<file path="src/rtl/si_matrix_pkg.sv">
// Shared constants for the LED matrix sequencer: driver register map, word counts, FSM encoding.
// Latency: n/a (package only).
// Backpressure: n/a. Holds init_word(), the fixed driver bring-up table.
package si_matrix_pkg;

    // MAX7219-class register addresses (upper byte of every 16-bit word)
    localparam logic [7:0] REG_NOOP      = 8'h00;
    localparam logic [7:0] REG_DIGIT0    = 8'h01;  // digit 1; digit n is REG_DIGIT0 + n - 1
    localparam logic [7:0] REG_DECODE    = 8'h09;
    localparam logic [7:0] REG_INTENSITY = 8'h0A;
    localparam logic [7:0] REG_SCANLIMIT = 8'h0B;
    localparam logic [7:0] REG_SHUTDOWN  = 8'h0C;
    localparam logic [7:0] REG_TEST      = 8'h0F;

    localparam logic [3:0] INIT_WORDS = 4'd5;
    localparam logic [3:0] ROW_WORDS  = 4'd8;

    typedef enum logic [2:0] {
        ST_INIT_LOAD  = 3'd0,
        ST_INIT_SEND  = 3'd1,
        ST_WAIT       = 3'd2,
        ST_SNAPSHOT   = 3'd3,
        ST_ROW_SEND   = 3'd4,
        ST_FRAME_END  = 3'd5
    } state_e;

    // Driver bring-up sequence, sent once after every reset.
    function automatic logic [15:0] init_word(input logic [2:0] idx, input logic [3:0] intensity);
        logic [15:0] w;
        case (idx)
            3'd0:    w = {REG_SHUTDOWN,  8'h01};         // leave shutdown
            3'd1:    w = {REG_DECODE,    8'h00};         // raw segment data, no BCD decode
            3'd2:    w = {REG_SCANLIMIT, 8'h07};         // scan all 8 digits
            3'd3:    w = {REG_INTENSITY, 4'h0, intensity};
            default: w = {REG_TEST,      8'h00};         // display test off
        endcase
        return w;
    endfunction

endpackage

</file>
<file path="src/rtl/si_matrix_display_ctrl_if.sv">
// Pin/bus bundle between the game subsystems, the matrix sequencer and the matrix driver pins.
// Latency: n/a (wires only).
// Backpressure: none; master = sequencer (drives serial pins + status), slave = game/pin side.
interface si_matrix_display_ctrl_if;
    logic        SI_MATRIX_ENABLE_In;      // allows new frames to start
    logic [63:0] SI_MATRIX_PLANEA_InBus;   // ship/bullet rows, [8r+7:8r] = FILAr
    logic [63:0] SI_MATRIX_PLANEB_InBus;   // invader rows, same packing
    logic        SI_MATRIX_DIN_Out;        // serial data, MSB first
    logic        SI_MATRIX_SCLK_Out;       // serial clock
    logic        SI_MATRIX_CS_OutLow;      // chip select / LOAD, latches on rising edge
    logic        SI_MATRIX_BUSY_Out;       // word in flight or queued
    logic        SI_MATRIX_INITDONE_Out;   // sticky after the init sequence
    logic        SI_MATRIX_FRAMEDONE_Out;  // one-cycle pulse per completed frame

    modport master (
        input  SI_MATRIX_ENABLE_In, SI_MATRIX_PLANEA_InBus, SI_MATRIX_PLANEB_InBus,
        output SI_MATRIX_DIN_Out, SI_MATRIX_SCLK_Out, SI_MATRIX_CS_OutLow,
               SI_MATRIX_BUSY_Out, SI_MATRIX_INITDONE_Out, SI_MATRIX_FRAMEDONE_Out
    );

    modport slave (
        output SI_MATRIX_ENABLE_In, SI_MATRIX_PLANEA_InBus, SI_MATRIX_PLANEB_InBus,
        input  SI_MATRIX_DIN_Out, SI_MATRIX_SCLK_Out, SI_MATRIX_CS_OutLow,
               SI_MATRIX_BUSY_Out, SI_MATRIX_INITDONE_Out, SI_MATRIX_FRAMEDONE_Out
    );
endinterface

</file>
<file path="src/rtl/si_spi16_shifter.sv">
// 16-bit MSB-first serialiser with CLK_DIV half-period divider; ports: clk_i, rst_i, start_i, word_i -> din/sclk/cs_n, busy_o, done_o.
// Latency: 35*CLK_DIV cycles per word (32 bit half-periods, 1 CS-low tail, 2 CS-high gap); done_o in the last cycle.
// Backpressure: start_i accepted only while busy_o is low; busy_o drops in the done cycle so words chain with no gap.
module si_spi16_shifter #(
    parameter int CLK_DIV = 25
) (
    input  logic        clk_i,
    input  logic        rst_i,
    input  logic        start_i,
    input  logic [15:0] word_i,
    output logic        busy_o,
    output logic        done_o,
    output logic        din_o,
    output logic        sclk_o,
    output logic        cs_n_o
);
    localparam int CW = (CLK_DIV > 1) ? $clog2(CLK_DIV) : 1;
    localparam logic [CW-1:0] CNT_MAX = CW'(CLK_DIV - 1);
    localparam logic [5:0]    HP_LAST = 6'd34;

    logic          busy_q;
    logic [CW-1:0] cnt_q;
    logic [5:0]    hp_q;     // half-period index within the word, 0..34
    logic [14:0]   sh_q;     // bits still to be presented; sh_q[14] is the next one
    logic          din_q, sclk_q, cs_n_q;
    logic          last;
    logic [5:0]    hp_nxt;

    assign last   = busy_q && (hp_q == HP_LAST) && (cnt_q == CNT_MAX);
    assign hp_nxt = hp_q + 6'd1;

    always_ff @(posedge clk_i or posedge rst_i) begin
        if (rst_i) begin
            busy_q <= 1'b0;
            cnt_q  <= '0;
            hp_q   <= '0;
            sh_q   <= '0;
            din_q  <= 1'b0;
            sclk_q <= 1'b0;
            cs_n_q <= 1'b1;
        end else if (start_i && !busy_o) begin
            // Also taken in the done cycle of the previous word: back-to-back framing.
            busy_q <= 1'b1;
            cnt_q  <= '0;
            hp_q   <= '0;
            sh_q   <= word_i[14:0];
            din_q  <= word_i[15];
            sclk_q <= 1'b0;
            cs_n_q <= 1'b0;
        end else if (busy_q) begin
            if (cnt_q == CNT_MAX) begin
                cnt_q <= '0;
                if (hp_q == HP_LAST) begin
                    busy_q <= 1'b0;
                end else begin
                    hp_q <= hp_nxt;
                    if (hp_nxt < 6'd32) begin
                        // even half-period = SCLK low, the only place DIN moves
                        sclk_q <= hp_nxt[0];
                        if (!hp_nxt[0]) begin
                            din_q <= sh_q[14];
                            sh_q  <= {sh_q[13:0], 1'b0};
                        end
                    end else if (hp_nxt == 6'd32) begin
                        sclk_q <= 1'b0;
                        din_q  <= 1'b0;
                    end else if (hp_nxt == 6'd33) begin
                        cs_n_q <= 1'b1;   // rising edge latches the word in the driver
                    end
                end
            end else begin
                cnt_q <= cnt_q + 1'b1;
            end
        end
    end

    assign busy_o = busy_q && !last;
    assign done_o = last;
    assign din_o  = din_q;
    assign sclk_o = sclk_q;
    assign cs_n_o = cs_n_q;

endmodule

</file>
<file path="src/rtl/si_matrix_display_ctrl.sv">
// LED matrix sequencer: driver init, periodic snapshot of PLANEA|PLANEB, eight digit writes per frame.
// Ports: SI_MATRIX_CLOCK_50, SI_MATRIX_RESET_InHigh, mif (enable/planes in; DIN/SCLK/CS/status out).
// Latency: frame starts 1 cycle after pending&enable; words back-to-back at 35*CLK_DIV each. No backpressure on inputs.
module si_matrix_display_ctrl
    import si_matrix_pkg::*;
#(
    parameter int         CLK_DIV       = 25,
    parameter int         REFRESH_TICKS = 500000,
    parameter logic [3:0] INTENSITY     = 4'h8
) (
    input  logic                      SI_MATRIX_CLOCK_50,
    input  logic                      SI_MATRIX_RESET_InHigh,
    si_matrix_display_ctrl_if.master  mif
);
    localparam int RW = (REFRESH_TICKS > 1) ? $clog2(REFRESH_TICKS) : 1;
    localparam logic [RW-1:0] REF_MAX = RW'(REFRESH_TICKS - 1);

    state_e           state_q, state_d;
    logic [3:0]       idx_q, idx_d;        // index of the next word to launch
    logic             pend_q, pend_d;
    logic             initdone_q, initdone_d;
    logic [RW-1:0]    refcnt_q, refcnt_d;
    logic [7:0][7:0]  rows_q, rows_d;

    logic             sh_start, sh_busy, sh_done;
    logic [15:0]      sh_word;
    logic             ref_wrap;
    logic [7:0]       digit_addr;

    assign ref_wrap = (refcnt_q == REF_MAX);

    // State register
    always_ff @(posedge SI_MATRIX_CLOCK_50 or posedge SI_MATRIX_RESET_InHigh) begin
        if (SI_MATRIX_RESET_InHigh) begin
            state_q    <= ST_WAIT;   // WAIT with initdone=0 steps straight into INIT_LOAD
            idx_q      <= '0;
            pend_q     <= 1'b0;
            initdone_q <= 1'b0;
            refcnt_q   <= '0;
            rows_q     <= '0;
        end else begin
            state_q    <= state_d;
            idx_q      <= idx_d;
            pend_q     <= pend_d;
            initdone_q <= initdone_d;
            refcnt_q   <= refcnt_d;
            rows_q     <= rows_d;
        end
    end

    // Next-state logic
    always_comb begin
        state_d    = state_q;
        idx_d      = idx_q;
        pend_d     = pend_q;
        initdone_d = initdone_q;
        rows_d     = rows_q;
        refcnt_d   = ref_wrap ? '0 : refcnt_q + 1'b1;

        case (state_q)
            ST_WAIT: begin
                if (!initdone_q) begin
                    state_d = ST_INIT_LOAD;
                    idx_d   = '0;
                end else if (pend_q && mif.SI_MATRIX_ENABLE_In) begin
                    state_d = ST_SNAPSHOT;
                    pend_d  = 1'b0;
                end
            end
            ST_INIT_LOAD: begin
                idx_d   = 4'd1;          // word 0 launches in this cycle
                state_d = ST_INIT_SEND;
            end
            ST_INIT_SEND: begin
                if (sh_done && idx_q == INIT_WORDS) begin
                    initdone_d = 1'b1;
                    state_d    = ST_WAIT;
                end else if (!sh_busy && idx_q < INIT_WORDS) begin
                    idx_d = idx_q + 4'd1;
                end
            end
            ST_SNAPSHOT: begin
                for (int r = 0; r < 8; r++) begin
                    rows_d[r] = mif.SI_MATRIX_PLANEA_InBus[8*r +: 8] | mif.SI_MATRIX_PLANEB_InBus[8*r +: 8];
                end
                idx_d   = '0;
                state_d = ST_ROW_SEND;
            end
            ST_ROW_SEND: begin
                if (sh_done && idx_q == ROW_WORDS) begin
                    state_d = ST_FRAME_END;
                end else if (!sh_busy && idx_q < ROW_WORDS) begin
                    idx_d = idx_q + 4'd1;
                end
            end
            ST_FRAME_END: begin
                state_d = ST_WAIT;
            end
            default: begin
                state_d = ST_WAIT;
            end
        endcase

        // A wrap always (re)arms pending, even in the cycle a frame consumes it;
        // a wrap while already pending is simply absorbed.
        if (ref_wrap) begin
            pend_d = 1'b1;
        end
    end

    // Output logic: word launch and status
    assign digit_addr = REG_DIGIT0 + {5'd0, idx_q[2:0]};

    always_comb begin
        sh_start = 1'b0;
        sh_word  = {REG_NOOP, 8'h00};
        case (state_q)
            ST_INIT_LOAD: begin
                sh_start = 1'b1;
                sh_word  = init_word(idx_q[2:0], INTENSITY);
            end
            ST_INIT_SEND: begin
                if (!sh_busy && idx_q < INIT_WORDS) begin
                    sh_start = 1'b1;
                    sh_word  = init_word(idx_q[2:0], INTENSITY);
                end
            end
            ST_ROW_SEND: begin
                if (!sh_busy && idx_q < ROW_WORDS) begin
                    sh_start = 1'b1;
                    sh_word  = {digit_addr, rows_q[idx_q[2:0]]};
                end
            end
            default: begin
                sh_start = 1'b0;
            end
        endcase
    end

    assign mif.SI_MATRIX_BUSY_Out      = (state_q != ST_WAIT);
    assign mif.SI_MATRIX_FRAMEDONE_Out = (state_q == ST_FRAME_END);
    // Rises in the same cycle as the last init word's done pulse.
    assign mif.SI_MATRIX_INITDONE_Out  = initdone_q ||
                                         (state_q == ST_INIT_SEND && sh_done && idx_q == INIT_WORDS);

    si_spi16_shifter #(
        .CLK_DIV (CLK_DIV)
    ) u_shifter (
        .clk_i   (SI_MATRIX_CLOCK_50),
        .rst_i   (SI_MATRIX_RESET_InHigh),
        .start_i (sh_start),
        .word_i  (sh_word),
        .busy_o  (sh_busy),
        .done_o  (sh_done),
        .din_o   (mif.SI_MATRIX_DIN_Out),
        .sclk_o  (mif.SI_MATRIX_SCLK_Out),
        .cs_n_o  (mif.SI_MATRIX_CS_OutLow)
    );

endmodule

</file>
<file path="src/flat_wrapper.sv">
// flat-port wrapper written by rule: the top's interface ports become plain ports
module si_matrix_display_ctrl_flat import si_matrix_pkg::*;
#(
    parameter int         CLK_DIV       = 25,
    parameter int         REFRESH_TICKS = 500000,
    parameter logic [3:0] INTENSITY     = 4'h8
)
  (SI_MATRIX_CLOCK_50, SI_MATRIX_RESET_InHigh, mif_SI_MATRIX_ENABLE_In, mif_SI_MATRIX_PLANEA_InBus, mif_SI_MATRIX_PLANEB_InBus, mif_SI_MATRIX_DIN_Out, mif_SI_MATRIX_SCLK_Out, mif_SI_MATRIX_CS_OutLow, mif_SI_MATRIX_BUSY_Out, mif_SI_MATRIX_INITDONE_Out, mif_SI_MATRIX_FRAMEDONE_Out);
  si_matrix_display_ctrl_if mif_i ();
  input  logic SI_MATRIX_CLOCK_50;
  input  logic SI_MATRIX_RESET_InHigh;
  input wire logic [$bits(mif_i.SI_MATRIX_ENABLE_In)-1:0] mif_SI_MATRIX_ENABLE_In;
  input wire logic [$bits(mif_i.SI_MATRIX_PLANEA_InBus)-1:0] mif_SI_MATRIX_PLANEA_InBus;
  input wire logic [$bits(mif_i.SI_MATRIX_PLANEB_InBus)-1:0] mif_SI_MATRIX_PLANEB_InBus;
  output wire logic [$bits(mif_i.SI_MATRIX_DIN_Out)-1:0] mif_SI_MATRIX_DIN_Out;
  output wire logic [$bits(mif_i.SI_MATRIX_SCLK_Out)-1:0] mif_SI_MATRIX_SCLK_Out;
  output wire logic [$bits(mif_i.SI_MATRIX_CS_OutLow)-1:0] mif_SI_MATRIX_CS_OutLow;
  output wire logic [$bits(mif_i.SI_MATRIX_BUSY_Out)-1:0] mif_SI_MATRIX_BUSY_Out;
  output wire logic [$bits(mif_i.SI_MATRIX_INITDONE_Out)-1:0] mif_SI_MATRIX_INITDONE_Out;
  output wire logic [$bits(mif_i.SI_MATRIX_FRAMEDONE_Out)-1:0] mif_SI_MATRIX_FRAMEDONE_Out;
  assign mif_i.SI_MATRIX_ENABLE_In = mif_SI_MATRIX_ENABLE_In;
  assign mif_i.SI_MATRIX_PLANEA_InBus = mif_SI_MATRIX_PLANEA_InBus;
  assign mif_i.SI_MATRIX_PLANEB_InBus = mif_SI_MATRIX_PLANEB_InBus;
  assign mif_SI_MATRIX_DIN_Out = mif_i.SI_MATRIX_DIN_Out;
  assign mif_SI_MATRIX_SCLK_Out = mif_i.SI_MATRIX_SCLK_Out;
  assign mif_SI_MATRIX_CS_OutLow = mif_i.SI_MATRIX_CS_OutLow;
  assign mif_SI_MATRIX_BUSY_Out = mif_i.SI_MATRIX_BUSY_Out;
  assign mif_SI_MATRIX_INITDONE_Out = mif_i.SI_MATRIX_INITDONE_Out;
  assign mif_SI_MATRIX_FRAMEDONE_Out = mif_i.SI_MATRIX_FRAMEDONE_Out;
  si_matrix_display_ctrl #(.CLK_DIV(CLK_DIV), .REFRESH_TICKS(REFRESH_TICKS), .INTENSITY(INTENSITY)) u_core (.SI_MATRIX_CLOCK_50(SI_MATRIX_CLOCK_50), .SI_MATRIX_RESET_InHigh(SI_MATRIX_RESET_InHigh), .mif(mif_i));
endmodule
</file>
<file path="config.mk">
export PLATFORM = sky130hd
export DESIGN_NAME = si_matrix_display_ctrl_flat
export DESIGN_NICKNAME = d
export VERILOG_FILES = /design/src/rtl/si_matrix_pkg.sv /design/src/rtl/si_matrix_display_ctrl_if.sv /design/src/rtl/si_spi16_shifter.sv /design/src/rtl/si_matrix_display_ctrl.sv /design/src/flat_wrapper.sv
export SDC_FILE = /design/constraint.sdc
export NUM_CORES = 1
export LEC_CHECK = 0
export BUFFER_PORTS_ARGS = -buffer_cell sky130_fd_sc_hd__buf_2
export CORE_MARGIN = 4
export CORE_UTILIZATION = 55
export DETAILED_ROUTE_END_ITERATION = 10
export PLACE_DENSITY = 0.82
export SLEW_MARGIN = 20
export SYNTH_ARGS = -nofsm -noshare
export SYNTH_HDL_FRONTEND = slang
export SYNTH_SLANG_ARGS = --single-unit
</file>
<file path="constraint.sdc">
create_clock -name SI_MATRIX_CLOCK_50 -period 5.35 [get_ports SI_MATRIX_CLOCK_50]
set_input_delay 1.07 -clock SI_MATRIX_CLOCK_50 [delete_from_list [all_inputs] [get_ports SI_MATRIX_CLOCK_50]]
set_output_delay 1.07 -clock SI_MATRIX_CLOCK_50 [all_outputs]
set_load 0.1 [all_outputs]
</file>
==> impl_metrics.csv <==
group,metric,value,unit
drt,drc,0,
logic_synthesis,yosys_warnings,0,
drt,routedWlPerCell,15.7,µm
logic_synthesis,ys_seq_area_frac,0.484,
pwr,power.density,278,nW/µm²
floorplan,die_h,115,µm
sta,hold_violations,0,
floorplan,dieWidth,115,µm
logic_synthesis,synthFlopType,"dfrtp_1",
logic_synthesis,syn_inst,672,
drt,dr.pass1.iters,5,
placed_design,dp_hpwl,10600,µm
critical_path,end_kind,"primary output",
clocking,root_buffer,"clkbuf_16",
critical_path,criticalPathCategory,"reg2out",
final_layout,drive_gt1_frac,0.250,
clocking,clk_pin_slew,50,ps
global_routing,grt_pass1_vias,5254,
final_layout,final_cell_mix,"136 x buf_2, 120 x dfrtp_1, 108 x nand2_1",
final_layout,nNetsFinal,939,
critical_path,cp.arrival,2970,ps
logic_synthesis,async_reset_ff_frac,1.00,
sta,period_minus_slack,4040,ps
sta,drv_slew,0,
logic_synthesis,synth-seq-cells,122,
clocking,cts_buffer_depth,2,
critical_path,ff2ff_path_depth,8,
global_routing,use_met2,0.394,
final_layout,multi_input_area,3020,µm²
floorplan,rows,38,
sta,fin_crit_sh,0.754,
global_routing,grt_pass1_wl,24700,µm
critical_path,r2r-end,"u_core.u_shifter.sh_q[11]",
global_routing,grt_use_total,0.241,
floorplan,start_util,0.572,
outcome,status,"finished, final reports clean",
floorplan,die_area,13300,µm²
sta,rsz0062_at_grt,"false",
placed_design,place_ws,1760,ps
sta,max_freq,248,MHz
drt,wl,14900,µm
drt,num_vias,5318,
sta,setup_ws,1310,ps
final_layout,area.growth.synth_to_final,20.8,%
clocking,cts_tree,"yes",
final_layout,diodes,0,
critical_path,crit_path_start_kind,"register",
pwr,vdd_drop_max,0.000300,V
sta,fin_skew,5.84,ps
sta,slew_headroom,0.333,
logic_synthesis,syn_nets,815,
final_layout,finish.utilization,0.692,
worst_hold_path,hold_path.class,"reg2reg",
critical_path,cp_data_required_time,4280,ps
drt,drtAntennaViolNets,0,
worst_hold_path,hold_end,"u_core.u_shifter.cs_n_o",
floorplan,io_pins,137,
placed_design,io_buffers,136,
final_layout,n_fill_cell,856,
clocking,cts.htree.levels,4,
global_routing,busiest_layer,"met2",
logic_synthesis,yosysUniqueCellTypes,67,
final_layout,final_common_cell,"buf_2",
worst_hold_path,min_from,"u_core.u_shifter.cs_n_o",
clocking,cts_hold_buf,0,
floorplan,core_area,11000,µm²
critical_path,reg2reg_setup_slack,2370,ps
global_routing,met1_usage,0.302,
critical_path,cp_max_fo,7,
sta,final.setup.tns,0,ps
worst_hold_path,holdPathStages,2,
clocking,cts_inserted_buffers,17,
global_routing,antenna_found_initial,0,
logic_synthesis,syn-cell-area,6310,µm²
global_routing,grt_use_met3,0.0742,
global_routing,grt_max_degree,130,
clocking,postCtsSetupBuffers,0,
critical_path,worst_r2r_startpoint,"u_core.idx_q[0]",
logic_synthesis,synth-edff-count,0,
drt,drt-vias-per-instance,5.60,
global_routing,grt_overflow,0,
clocking,cts_resized,0,
drt,drt_iter0_markers,399,
final_layout,register_area,3060,µm²
clocking,clkLatencyLatePin,420,ps
placed_design,place.gp.congestion,0.891,
sta,max_slew.worst_pin.slew,1000,ps
clocking,cts_sinks,122,
sta,fin_hold_ws,463,ps
sta,finalSetupViolCount,0,
logic_synthesis,avgSynthCellArea,9.40,µm²
flow_run,cap_violations,0,
pwr,power_leakage,3.65,nW
==> area by class of cell <==
class                      instances  area share
clock buffer                      22      0.0608
inverter                          23      0.0116
sequential                       122       0.400
clock inverter                    10      0.0152
multi-input combinational        492       0.396
tap                              140      0.0230
timing repair buffer             140      0.0931
==> flip-flops by register name, summed over array words and instances (netlist names) <==
register,count
u_core.rows_q,64
u_core.refcnt_q,19
u_core.u_shifter.sh_q,15
u_core.u_shifter.hp_q,6
u_core.u_shifter.cnt_q,5
u_core.idx_q,4
u_core.state_q,3
u_core.initdone_q,1
u_core.pend_q,1
u_core.u_shifter.busy_q,1
u_core.u_shifter.cs_n_o,1
u_core.u_shifter.din_o,1
u_core.u_shifter.sclk_o,1
==> Yosys cell counts (4+ instances only) <==
cell | instances | area [µm²]
xnor2_1 | 13 | 114
nand2_1 | 109 | 409
mux4_2 | 16 | 360
nor2b_1 | 5 | 31.3
nor4_1 | 5 | 31.3
o21ai_0 | 77 | 385
nand3_1 | 20 | 100
mux2i_1 | 5 | 50.1
o22ai_1 | 4 | 25.0
buf_2 | 9 | 45.0
xor2_1 | 8 | 70.1
ha_1 | 12 | 150
and3_1 | 9 | 56.3
a31oi_1 | 9 | 56.3
clkbuf_1 | 18 | 67.6
a211oi_1 | 5 | 37.5
nor3_1 | 13 | 65.1
inv_1 | 22 | 82.6
nor2_1 | 99 | 372
a21oi_1 | 18 | 90.1
dfrtp_1 | 120 | 3000
==> cell families after synthesis <==
group / after synthesis / share of synthesized area
AND/OR/NAND/NOR: 286 / 0.204
AO/OA/AOI/OAI: 152 / 0.154
flip-flops: 122 / 0.484
buffers and inverters: 58 / 0.0404
XOR/XNOR: 21 / 0.0291
multiplexers: 21 / 0.0650
adder cells (fa/ha/maj): 12 / 0.0238
==> worst max-delay path by stage <==
stage	slack, ps	endpoint	startpoint
after CTS	1310	mif_SI_MATRIX_INITDONE_Out	u_core.u_shifter.hp_q[0]
after global routing	1170	mif_SI_MATRIX_INITDONE_Out	u_core.u_shifter.hp_q[0]
after floorplan	280	mif_SI_MATRIX_INITDONE_Out	u_core.idx_q[1]
final	1310	mif_SI_MATRIX_INITDONE_Out	u_core.u_shifter.hp_q[0]
after detailed placement	1760	mif_SI_MATRIX_INITDONE_Out	u_core.u_shifter.hp_q[0]
after global placement	1800	mif_SI_MATRIX_INITDONE_Out	u_core.u_shifter.hp_q[0]
==> where the power goes <==
group / leakage (nW) / internal [W] / switching (W)
clock network: 0.281 / 0.000710 / 0.000408
logic: 2.08 / 0.0000390 / 0.0000390
registers: 1.29 / 0.000924 / 0
total: 3.65 / 0.00167 / 0.000447
==> per-stage QoR <==
| stage | area [µm²] | power [W] | cells |
|---|---|---|---|
| final | 7630 | 0.00212 | 949 |
| after global routing | 7630 | 0.00219 | 949 |
| after CTS | 7620 | 0.00214 | 949 |
| after detailed placement | 7040 | 0.00102 | 917 |
| after global placement | 7040 | 0.00102 | 917 |
| after floorplan | 6310 | 0.000963 | 672 |
==> metal layers <==
layer / vias to the layer above / wire length [µm]
li1: 2600 / -
met3: 29 / 868
met1: 2504 / 6230
met5: - / 0
met2: 185 / 7470
met4: 0 / 371
==> critical path, stage by stage (launching register included) <==
cell       delay, ps
dfrtp_1          450
inv_1            150
ha_1             160
nand4bb_1        370
or4_4            680
o31ai_1          250
buf_2            480
Note: power is estimated with default switching activity, not from simulation.
